--- config.mk ---
export PLATFORM = sky130hd
export DESIGN_NAME = sensor_mode_sequencer_flat
export DESIGN_NICKNAME = d
export VERILOG_FILES = /design/src/rtl/sensor_seq_pkg.sv /design/src/rtl/sensor_mode_sequencer_if.sv /design/src/rtl/sensor_mode_sequencer_timer.sv /design/src/rtl/sensor_mode_sequencer.sv /design/src/flat_wrapper.sv
export SDC_FILE = /design/constraint.sdc
export NUM_CORES = 1
export LEC_CHECK = 0
export ABC_AREA = 1
export BUFFER_PORTS_ARGS = -buffer_cell sky130_fd_sc_hd__buf_2
export CORE_ASPECT_RATIO = 0.6
export CORE_MARGIN = 2
export CORE_UTILIZATION = 49
export CTS_CLUSTER_DIAMETER = 50
export DETAILED_ROUTE_END_ITERATION = 16
export PLACE_DENSITY = 0.87
export REMOVE_ABC_BUFFERS = 1
export SYNTH_ARGS = -nofsm -noshare
export SYNTH_HDL_FRONTEND = slang
export SYNTH_SLANG_ARGS = --single-unit
--- constraint.sdc ---
create_clock -name clk_in -period 2.2 [get_ports clk_in]
set_input_delay 0.33 -clock clk_in [delete_from_list [all_inputs] [get_ports clk_in]]
set_output_delay 0.33 -clock clk_in [all_outputs]
set_load 0.02 [all_outputs]
--- src/rtl/sensor_seq_pkg.sv ---
// sensor_seq_pkg: shared state enum, sensor mode codes and a
// small width helper for the sensor mode sequencer.
package sensor_seq_pkg;

  typedef enum logic [2:0] {
    IDLE,
    POWER_UP,
    WAIT_READY,
    DWELL,
    RETRY_OFF,
    DONE,
    FAULT
  } seq_state_e;

  localparam logic [1:0] MODE_STANDBY = 2'd0;
  localparam logic [1:0] MODE_INIT    = 2'd1;
  localparam logic [1:0] MODE_STREAM  = 2'd2;

  function automatic int max3(int a, int b, int c);
    int m;
    m = (a > b) ? a : b;
    return (m > c) ? m : c;
  endfunction

endpackage

--- src/rtl/sensor_mode_sequencer_if.sv ---
// sensor_mode_sequencer_if: link between the sequencer and the
// sensor controller (mode/power out, status back).
interface sensor_mode_sequencer_if;
  logic [1:0] mode;
  logic       power_enable;
  logic       ready;
  logic       model_err;
  logic       nack_err;

  modport master (
    output mode, power_enable,
    input  ready, model_err, nack_err
  );

  modport slave (
    input  mode, power_enable,
    output ready, model_err, nack_err
  );
endinterface

--- src/rtl/sensor_mode_sequencer_timer.sv ---
// seq_timer: loadable saturating down-counter; last_o flags the
// final cycle of a loaded interval (a load of 0 never expires).
module seq_timer #(
  parameter int W = 8
) (
  input  logic         clk_in,
  input  logic         reset_n,
  input  logic         load_i,
  input  logic [W-1:0] val_i,
  output logic         last_o
);

  logic [W-1:0] cnt_q;

  // load a new interval or count the current one down to zero
  always_ff @(posedge clk_in or negedge reset_n) begin
    if (!reset_n) begin
      cnt_q <= '0;
    end else if (load_i) begin
      cnt_q <= val_i;
    end else if (cnt_q != '0) begin
      cnt_q <= cnt_q - 1'b1;
    end
  end

  assign last_o = (cnt_q == W'(1));

endmodule

--- src/rtl/sensor_mode_sequencer.sv ---
// sensor_mode_sequencer: walks a sensor through a mode/dwell table
// with retry and fault handling; SEQ_LOOP_EN wraps the table forever.
module sensor_mode_sequencer
  import sensor_seq_pkg::*;
#(
  parameter int NUM_STEPS        = 4,
  parameter int DWELL_WIDTH      = 26,
  parameter int READY_TIMEOUT    = 48000000,
  parameter int POWER_OFF_CYCLES = 480000,
  parameter int MAX_RETRIES      = 3
) (
  input  logic                               clk_in,
  input  logic                               reset_n,
  input  logic                               start,
  input  logic                               abort,
  input  logic                               skip,
  input  logic [2*NUM_STEPS-1:0]             step_modes,
  input  logic [DWELL_WIDTH*NUM_STEPS-1:0]   step_dwell,
  sensor_mode_sequencer_if.master            sns,
  output logic [$clog2(NUM_STEPS)-1:0]       step_index,
  output logic [$clog2(MAX_RETRIES+1)-1:0]   retry_count,
  output logic                               busy,
  output logic                               done,
  output logic                               fault
);

  localparam int IW = $clog2(NUM_STEPS);
  localparam int RW = $clog2(MAX_RETRIES + 1);
  localparam int TW = max3(DWELL_WIDTH,
                           $clog2(READY_TIMEOUT + 1),
                           $clog2(POWER_OFF_CYCLES + 1));

  localparam logic [IW-1:0] LAST    = IW'(NUM_STEPS - 1);
  localparam logic [RW-1:0] RMAX    = RW'(MAX_RETRIES);
  localparam logic [TW-1:0] T_READY = TW'(READY_TIMEOUT);
  localparam logic [TW-1:0] T_OFF   = TW'(POWER_OFF_CYCLES);

  seq_state_e             state_q, state_d;
  logic [1:0]             mode_q, mode_d;
  logic                   pwr_q, pwr_d;
  logic [IW-1:0]          idx_q, idx_d;
  logic [RW-1:0]          rty_q, rty_d;
  logic                   busy_q, busy_d;
  logic                   done_q, done_d;
  logic                   fault_q, fault_d;
  logic [DWELL_WIDTH-1:0] dwell_q, dwell_d;

  logic                   tmr_load;
  logic [TW-1:0]          tmr_val;
  logic                   tmr_last;

  logic                   fault_ev, retry_ev, adv_ev, go_wait;
  logic [IW-1:0]          ent_idx;
  logic [1:0]             ent_mode;
  logic [DWELL_WIDTH-1:0] ent_dwell;

  seq_timer #(.W(TW)) u_timer (
    .clk_in  (clk_in),
    .reset_n (reset_n),
    .load_i  (tmr_load),
    .val_i   (tmr_val),
    .last_o  (tmr_last)
  );

  // step being entered: next entry after a dwell, else step 0
  assign ent_idx   = (state_q == DWELL && idx_q != LAST)
                   ? idx_q + 1'b1 : '0;
  assign ent_mode  = step_modes[2*int'(ent_idx) +: 2];
  assign ent_dwell = step_dwell[DWELL_WIDTH*int'(ent_idx) +: DWELL_WIDTH];

  // next-state and next-output decode with abort > fault > retry > advance
  always_comb begin
    state_d  = state_q;
    mode_d   = mode_q;
    pwr_d    = pwr_q;
    idx_d    = idx_q;
    rty_d    = rty_q;
    busy_d   = busy_q;
    done_d   = done_q;
    fault_d  = fault_q;
    dwell_d  = dwell_q;
    tmr_load = 1'b0;
    tmr_val  = '0;
    fault_ev = 1'b0;
    retry_ev = 1'b0;
    adv_ev   = 1'b0;
    go_wait  = 1'b0;
    if (abort) begin
      state_d = IDLE;
      mode_d  = MODE_STANDBY;
      pwr_d   = 1'b0;
      idx_d   = '0;
      rty_d   = '0;
      busy_d  = 1'b0;
      done_d  = 1'b0;
      fault_d = 1'b0;
    end else begin
      unique case (state_q)
        IDLE, DONE: begin
          if (start) begin
            state_d = POWER_UP;
            mode_d  = MODE_STANDBY;
            pwr_d   = 1'b1;
            idx_d   = '0;
            rty_d   = '0;
            busy_d  = 1'b1;
            done_d  = 1'b0;
          end
        end
        POWER_UP: go_wait = 1'b1;
        WAIT_READY: begin
          done_d = 1'b0;
          if (sns.model_err) begin
            fault_ev = 1'b1;
          end else if (sns.nack_err || (!sns.ready && tmr_last)) begin
            retry_ev = 1'b1;
          end else if (sns.ready) begin
            state_d  = DWELL;
            tmr_load = 1'b1;
            tmr_val  = TW'(dwell_q);
          end
        end
        DWELL: begin
          if (sns.model_err) begin
            fault_ev = 1'b1;
          end else if (sns.nack_err) begin
            retry_ev = 1'b1;
          end else if (skip || tmr_last) begin
            adv_ev = 1'b1;
          end
        end
        RETRY_OFF: begin
          if (tmr_last) begin
            state_d = POWER_UP;
            pwr_d   = 1'b1;
            idx_d   = '0;
          end
        end
        FAULT: ;
        default: state_d = IDLE;
      endcase

      if (fault_ev || (retry_ev && rty_q == RMAX)) begin
        state_d = FAULT;
        fault_d = 1'b1;
        mode_d  = MODE_STANDBY;
        pwr_d   = 1'b0;
        busy_d  = 1'b0;
      end else if (retry_ev) begin
        state_d  = RETRY_OFF;
        rty_d    = rty_q + 1'b1;
        idx_d    = '0;
        mode_d   = MODE_STANDBY;
        pwr_d    = 1'b0;
        tmr_load = 1'b1;
        tmr_val  = T_OFF;
      end else if (adv_ev) begin
        if (idx_q == LAST) begin
`ifdef SEQ_LOOP_EN
          idx_d   = '0;
          done_d  = 1'b1;
          go_wait = 1'b1;
`else
          state_d = DONE;
          done_d  = 1'b1;
          busy_d  = 1'b0;
`endif
        end else begin
          idx_d   = idx_q + 1'b1;
          go_wait = 1'b1;
        end
      end

      if (go_wait) begin
        state_d  = WAIT_READY;
        mode_d   = ent_mode;
        dwell_d  = ent_dwell;
        tmr_load = 1'b1;
        tmr_val  = T_READY;
      end
    end
  end

  // sequencer state and registered outputs
  always_ff @(posedge clk_in or negedge reset_n) begin
    if (!reset_n) begin
      state_q <= IDLE;
      mode_q  <= MODE_STANDBY;
      pwr_q   <= 1'b0;
      idx_q   <= '0;
      rty_q   <= '0;
      busy_q  <= 1'b0;
      done_q  <= 1'b0;
      fault_q <= 1'b0;
      dwell_q <= '0;
    end else begin
      state_q <= state_d;
      mode_q  <= mode_d;
      pwr_q   <= pwr_d;
      idx_q   <= idx_d;
      rty_q   <= rty_d;
      busy_q  <= busy_d;
      done_q  <= done_d;
      fault_q <= fault_d;
      dwell_q <= dwell_d;
    end
  end

  assign sns.mode         = mode_q;
  assign sns.power_enable = pwr_q;
  assign step_index       = idx_q;
  assign retry_count      = rty_q;
  assign busy             = busy_q;
  assign done             = done_q;
  assign fault            = fault_q;

endmodule
--- src/flat_wrapper.sv ---
// flat-port wrapper written by rule: the top's interface ports become plain ports
module sensor_mode_sequencer_flat import sensor_seq_pkg::*;
#(
  parameter int NUM_STEPS        = 4,
  parameter int DWELL_WIDTH      = 26,
  parameter int READY_TIMEOUT    = 48000000,
  parameter int POWER_OFF_CYCLES = 480000,
  parameter int MAX_RETRIES      = 3
)
  (clk_in, reset_n, start, abort, skip, step_modes, step_dwell, step_index, retry_count, busy, done, fault, sns_mode, sns_power_enable, sns_ready, sns_model_err, sns_nack_err);
  sensor_mode_sequencer_if sns_i ();
  input  logic clk_in;
  input  logic reset_n;
  input  logic start;
  input  logic abort;
  input  logic skip;
  input  logic [2*NUM_STEPS-1:0] step_modes;
  input  logic [DWELL_WIDTH*NUM_STEPS-1:0] step_dwell;
  output logic [$clog2(NUM_STEPS)-1:0] step_index;
  output logic [$clog2(MAX_RETRIES+1)-1:0] retry_count;
  output logic busy;
  output logic done;
  output logic fault;
  output wire logic [$bits(sns_i.mode)-1:0] sns_mode;
  output wire logic [$bits(sns_i.power_enable)-1:0] sns_power_enable;
  input wire logic [$bits(sns_i.ready)-1:0] sns_ready;
  input wire logic [$bits(sns_i.model_err)-1:0] sns_model_err;
  input wire logic [$bits(sns_i.nack_err)-1:0] sns_nack_err;
  assign sns_mode = sns_i.mode;
  assign sns_power_enable = sns_i.power_enable;
  assign sns_i.ready = sns_ready;
  assign sns_i.model_err = sns_model_err;
  assign sns_i.nack_err = sns_nack_err;
  sensor_mode_sequencer #(.NUM_STEPS(NUM_STEPS), .DWELL_WIDTH(DWELL_WIDTH), .READY_TIMEOUT(READY_TIMEOUT), .POWER_OFF_CYCLES(POWER_OFF_CYCLES), .MAX_RETRIES(MAX_RETRIES)) u_core (.clk_in(clk_in), .reset_n(reset_n), .start(start), .abort(abort), .skip(skip), .step_modes(step_modes), .step_dwell(step_dwell), .sns(sns_i), .step_index(step_index), .retry_count(retry_count), .busy(busy), .done(done), .fault(fault));
endmodule
**Word level (Yosys, flattened, before mapping)**

Index checks and enable logic that the tools add are counted.

- Add/subtract/negate cells: 3
- $mul: 1
- Equal/unequal tests: 12
- Shift operators: 2
- Multiplexer cells: 92
- Bitwise gates (word level): 1
- Reductions and logical operators: 20

Operator list:

| cell | number |
|---|---|
| two-way mux 26 bit | 10 |
| variable part select 104 x 32 -> 26 bit | 1 |
| two-way mux 1 bit | 47 |
| two-way mux 2 bit | 19 |
| two-way mux 3 bit | 11 |
| equality test 26 x 1 -> 1 bit (second input constant) | 1 |
| nonzero test 26 bit | 1 |
| subtractor 26 x 1 -> 26 bit (second input constant) | 1 |
| nonzero test 5 bit | 3 |
| case mux 3 bit (4 select lines) | 1 |
| equality test 3 bit (second input constant) | 3 |
| variable part select 8 x 4 -> 2 bit | 1 |
| equality test 3 x 2 -> 1 bit (second input constant) | 2 |
| multiplier 4 x 2 -> 6 bit (first input constant) | 1 |
| case mux 1 bit (2 select lines) | 3 |
| inequality test 5 x 2 -> 1 bit (second input constant) | 1 |
| inequality test 5 x 3 -> 1 bit (second input constant) | 1 |
| adder 2 x 1 -> 2 bit (second input constant) | 2 |
| equality test 2 bit (second input constant) | 2 |
| case mux 2 bit (2 select lines) | 1 |
| AND reduction 2 bit | 2 |
| nonzero test 2 bit | 2 |
| OR reduction 2 bit | 2 |
| equality test 3 x 1 -> 1 bit (second input constant) | 1 |
| other kinds (8) | 12 |

- Register bits: 65
- Input port bits: 120
- Output and inout bits: 10
- Word-level logic and storage cells: 141

**Logic depth before layout (Yosys ltp)**

- Word-level depth: 14
- Depth in mapped cells: 14
- Depth with buffers taken out: 13

**By module**

Synthesis repeated with hierarchy kept, for this count alone.

- Cells, all modules: 917
- Area total of the unflattened synthesis: 5422.7 µm²

By module, submodules not included:

| module | instances | cells each | area an instance (µm²) | sequential area each (µm²) |
|---|---|---|---|---|
| sensor_mode_sequencer | 1 | 632 | 3550.9 | 975.9 |
| seq_timer | 1 | 285 | 1871.8 | 650.6 |

**Least setup slack after synthesis**

Ideal clock, no wire load.

- Path type: reg-to-reg
- Start: register u_core.u_timer.cnt_q[0]
- End: register u_core.u_timer.cnt_q[20]
- Library setup time: 0.135 ns
- Arrival time: 1.655 ns
- Required time: 2.065 ns
- Path slack: 0.409 ns
- Cell stages (with the launch flop): 12
- Path buffers: 0
- Clock period less this slack: 1.791 ns
- Path through: dfrtp_1 > inv_1 > ha_1 > nand2_1 > nor2_2 > nand2_1 > nor2_2 > nand2_1 > nor3_2 > nand4_1 > nand3_1 > o22ai_1

- Cells in the longest elaborated chain, start to end: 14
- Elaborated cells between the ends (all ways): 38
- Those cells by class: 1 x add/sub; 1 x eq/ne; 29 x mux; 7 x reduce/logical

Ends and longest elaborated chain:

| item | RTL line | source |
|---|---|---|
| start, declared | sensor_mode_sequencer_timer.sv:13 | `logic [W-1:0] cnt_q;` |
| start signal, assigned | sensor_mode_sequencer_timer.sv:20 | `cnt_q <= val_i;` |
| start signal, assigned | sensor_mode_sequencer_timer.sv:22 | `cnt_q <= cnt_q - 1'b1;` |
| equality test 26 x 1 -> 1 bit | sensor_mode_sequencer_timer.sv:26 | `assign last_o = (cnt_q == W'(1));` |
| logical OR 1 bit / logical AND 1 bit (equally long branches) | sensor_mode_sequencer.sv:128, sensor_mode_sequencer.sv:115 |  |
| two-way mux 1 bit / logical OR 1 bit (equally long branches) | sensor_mode_sequencer.sv:128, sensor_mode_sequencer.sv:115 |  |
| two-way mux 1 bit (on tied branches) | sensor_mode_sequencer.sv:126, sensor_mode_sequencer.sv:115 |  |
| two-way mux 1 bit (on tied branches) | sensor_mode_sequencer.sv:124, sensor_mode_sequencer.sv:113 |  |
| two-way mux 1 bit / case mux 1 bit (2 select lines) (equally long branches) | sensor_mode_sequencer.sv:98 | `unique case (state_q)` |
| two-way mux 1 bit | sensor_mode_sequencer.sv:88 | `if (abort) begin` |
| two-way mux 1 bit / logical AND 1 bit (equally long branches) | sensor_mode_sequencer.sv:157, sensor_mode_sequencer.sv:143 |  |
| two-way mux 1 bit / logical OR 1 bit (equally long branches) | sensor_mode_sequencer.sv:149, sensor_mode_sequencer.sv:143 |  |
| two-way mux 1 bit | sensor_mode_sequencer.sv:143 | `if (fault_ev \|\| (retry_ev && rty_q == RMAX)) begin` |
| two-way mux 1 bit | sensor_mode_sequencer.sv:88 |  |
| two-way mux 26 bit / two-way mux 1 bit (equally long branches) | sensor_mode_sequencer.sv:174 | `if (go_wait) begin` |
| two-way mux 26 bit / two-way mux 1 bit (equally long branches) | sensor_mode_sequencer.sv:88 |  |
| two-way mux 26 bit / nonzero test 2 bit (equally long branches) | n/a |  |

Several ways; a longest one is shown, not always the timed one. The select of a mux whose other input is x is not followed.
A chain may end at the register's enable or synchronous reset.

**Worst setup path in the final report**

- Start: register u_core.u_timer.cnt_q[6]
- End: register u_core.u_timer.cnt_q[0]

Same word-level chain as after synthesis.

==> flow_metrics.env <==
export IMPL_ios=130
export IMPL_dr_pass1_iters=7
export IMPL_p_leak_nw=3.01
export IMPL_antenna_cells=0
export IMPL_max_freq_mhz=486
export IMPL_worstPathCellList="nor2_1, nand2_1, nor2_1, nand3_2, nand2_2, nand3_4, nand3_4, nand2_4, nand2_8, nor2_4, nand2_1, nand2_1"
export IMPL_ys_types=37
export IMPL_instances_no_fill=903
export IMPL_finalHoldViolCount=0
export IMPL_nNetsFinal=908
export IMPL_synthFlopType="dfrtp_1"
export IMPL_die_width_um=128
export IMPL_p_per_area_nw_per_um2=1030
export IMPL_dp_cells=883
export IMPL_drc=0
export IMPL_fillers=744
export IMPL_synth_area_leaders="dfrtp_1 (36%), nand2_1 (15%), nor2_1 (8.1%)"
export IMPL_setup_violations=0
export IMPL_cts_root_buf="clkbuf_16"
export IMPL_path_max_fanout=15
export IMPL_globalRouteTotalUtil_pct=25.9
export IMPL_htree_num_levels=3
export IMPL_slowest_delay_ns=0.40
export IMPL_grt_pass1_wl_mm=20.7
export IMPL_via_count=4962
export IMPL_gp_congestion=0.993
export IMPL_period_share_pct=93.4
export IMPL_cp_common_cell="nand2_1"
export IMPL_layout_area_overhead_vs_synth_pct=25.8
export IMPL_die_area_um2=10000
export IMPL_ys_ff_latch=65
export IMPL_avgViaCountPerCell=5.50
export IMPL_worstSetupPathType="register to register"
export IMPL_cts_tree="yes"
export IMPL_maxSlewHeadroom_pct=64.7
export IMPL_critPathSlowestCell="dfrtp_1"
export IMPL_crit_arrival_ns=2.27
export IMPL_drive_gt1_share_pct=25.9
export IMPL_slew_viol_final=0
export IMPL_num_rows=27
export IMPL_core_area_um2=9050
export IMPL_first_iter_violations=501
export IMPL_grt_pass1_vias=4394
export IMPL_ys_warnings_count=0
export IMPL_fin_tns_setup_ns=0
export IMPL_cap_violations=0
export IMPL_dp_hpwl_mm=9.30
export IMPL_layout_min_cycle_time_ns=2.06
export IMPL_start_util_pct=49.9
export IMPL_gr_total_overflow=0
export IMPL_cts_buffers=9
export IMPL_worstPathRequired_ns=2.42
export IMPL_vdd_drop_max_uv=481
export IMPL_fin_skew_ns=0.00785
export IMPL_worst_pin_slew_ns=0.529
export IMPL_postSynthAreaPerCell_um2=6.90
export IMPL_die_h_um=78.4
export IMPL_start_kind="register"
export IMPL_clock_path_buffers=2
export IMPL_grt_max_degree=66
export IMPL_clk_pin_slew_worst_paths_ns=0.06
export IMPL_final_antenna_net_count=0
export IMPL_netlist_instances=655
export IMPL_mappedNetlistArea_um2=4520
export IMPL_wl_per_cell_um=14.2
export IMPL_antenna_found_initial=0
export IMPL_outcome="finished clean"
export IMPL_totalWireLength_mm=12.8
export IMPL_endpoint_kind="register"
export IMPL_synth_edf_count=0
export IMPL_hold_class="input pin to async pin"
export IMPL_yosysSeqAreaShare_pct=36.0
export IMPL_yosys_area_top_type="dfrtp_1"
export IMPL_port_buffers=129
export IMPL_async_flop_share_pct=100
export IMPL_insertion_delay_ns=0.33
export IMPL_cts_sinks=65
export IMPL_yosysTopAreaCellShare_pct=36.0
==> stage by stage <==
stage	cell area [µm²]	setup slack, ns	utilization (%)	hold slack [ns]	total power [mW]
final	5680	0.144	62.8	0.0129	5.87
after global routing	5680	-0.0142	62.8	0.0347	6.26
after CTS	5620	0.0346	62.0	0.0358	5.79
after detailed placement	5280	0.114	58.3	0.386	4.11
after global placement	5280	0.207	58.3	0.368	4.07
after floorplan	4360	-0.464	-	0.0344	3.46
==> final cells by class <==
class                   count  area (µm²)  area share, %
repair buffers            147         806           14.2
well taps                 116         145           2.55
inverters                  47         176           3.11
clock buffers               9         225           3.96
multi-input cells         513        2590           45.5
flip-flops and latches     65        1630           28.6
clock inverters             6         116           2.05
==> logic make-up (layout without fill, tap and decap cells) <==
kind of cell	count (synthesis)	count (layout)	share of synthesized area (%)
AND/OR/NAND/NOR	356	356	34.9
AO/OA/AOI/OAI	131	131	16.3
buffers and inverters	77	209	7.40
flip-flops	65	65	36.0
XOR/XNOR	21	21	4.07
adder cells (fa/ha/maj)	5	5	1.39
==> repair_timing <==
item	CTS	global route
setup endpoints to repair	0	10
endpoints found under the hold margin	0	0
gates resized for setup	0	6
setup buffers	0	5
hold buffers	0	0
==> cells in the final DEF (no fill, tap or decap), types with 2 or more instances in the layout <==
cell type,count
o21ai_0,67
o21bai_1,2
ha_1,5
nand2_1,181
nand3_4,3
or2_2,4
clkbuf_16,9
o22ai_1,30
buf_12,2
nor2_1,98
nand2_2,7
clkinv_4,2
a31oi_1,2
bufinv_16,3
nor3_4,2
inv_2,8
nor2_2,7
inv_1,39
xnor2_1,11
a21oi_1,22
dfrtp_1,65
nand3b_1,2
xor2_1,10
nand2_4,2
buf_2,129
nand3_2,2
nand3_1,26
o21a_1,3
nor3_1,3
nor2_4,5
buf_4,16
nand4_1,12
==> worst paths after layout <==
| kind | startpoint | endpoint | slack, ns | depth (start not counted) |
|---|---|---|---|---|
| max in group asynchronous | reset_n | u_core.dwell_q[10]$_DFFE_PN0P_ | 1.89 | 2 |
| worst max-delay path | u_core.u_timer.cnt_q[6]$_DFFE_PN0P_ | u_core.u_timer.cnt_q[0]$_DFFE_PN0P_ | 0.14 | 12 |
| min in group clk_in | start | u_core.busy$_DFF_PN0_ | 0.32 | 3 |
| worst min register to register | u_core.dwell_q[12]$_DFFE_PN0P_ | u_core.dwell_q[12]$_DFFE_PN0P_ | 0.48 | 2 |
| worst max register to register | u_core.u_timer.cnt_q[6]$_DFFE_PN0P_ | u_core.u_timer.cnt_q[0]$_DFFE_PN0P_ | 0.14 | 12 |
| worst min-delay path | reset_n | u_core.done$_DFF_PN0_ | 0.01 | 2 |
==> worst max-delay path, delay by kind of cell, from the launching register on <==
kind,cells,cell delay (ns)
and+or+nand+nor,12,1.55
DFF,1,0.40
==> routing by layer <==
metal	track usage, %	up-vias	share of wire [%]
li1	-	2401	-
met4	6.26	0	1.1
met1	40.4	2267	47
met3	5.39	13	11
met5	0	-	0
met2	36.5	281	41
==> registers in the layout, summed over array words and instances, names as in the netlist <==
signal                   cells
u_core.done                  1
u_core.sns.mode              2
u_core.busy                  1
u_core.u_timer.cnt_q        26
u_core.state_q               3
u_core.retry_count           2
u_core.dwell_q              26
u_core.sns.power_enable      1
u_core.fault                 1
u_core.step_index            2
==> Yosys cell counts (2+ instances only) <==
| cell | instances |
|---|---|
| nor2_1 | 98 |
| o21ai_0 | 67 |
| a31oi_1 | 2 |
| nand3_4 | 3 |
| xnor2_1 | 11 |
| inv_2 | 7 |
| nor2_4 | 3 |
| ha_1 | 5 |
| o22ai_1 | 30 |
| inv_1 | 40 |
| nand2_4 | 3 |
| nor2_2 | 9 |
| nor3_1 | 3 |
| a21oi_1 | 22 |
| nand3_2 | 2 |
| nand2_1 | 183 |
| nand4_1 | 12 |
| or2_2 | 4 |
| o21a_1 | 3 |
| o21bai_1 | 2 |
| nand2_2 | 5 |
| xor2_1 | 10 |
| nand3_1 | 26 |
| buf_6 | 4 |
| nand3b_1 | 2 |
| dfrtp_1 | 65 |
| clkbuf_1 | 16 |
| buf_2 | 9 |
==> power breakdown <==
group | switching (mW) | internal (mW) | total [mW]
Sequential | 0.397 | 1.67 | 2.06
Combinational | 1.32 | 0.841 | 2.16
Clock | 0.539 | 1.11 | 1.65
Total | 2.25 | 3.62 | 5.87
Note: power is estimated with default switching activity, not from simulation.
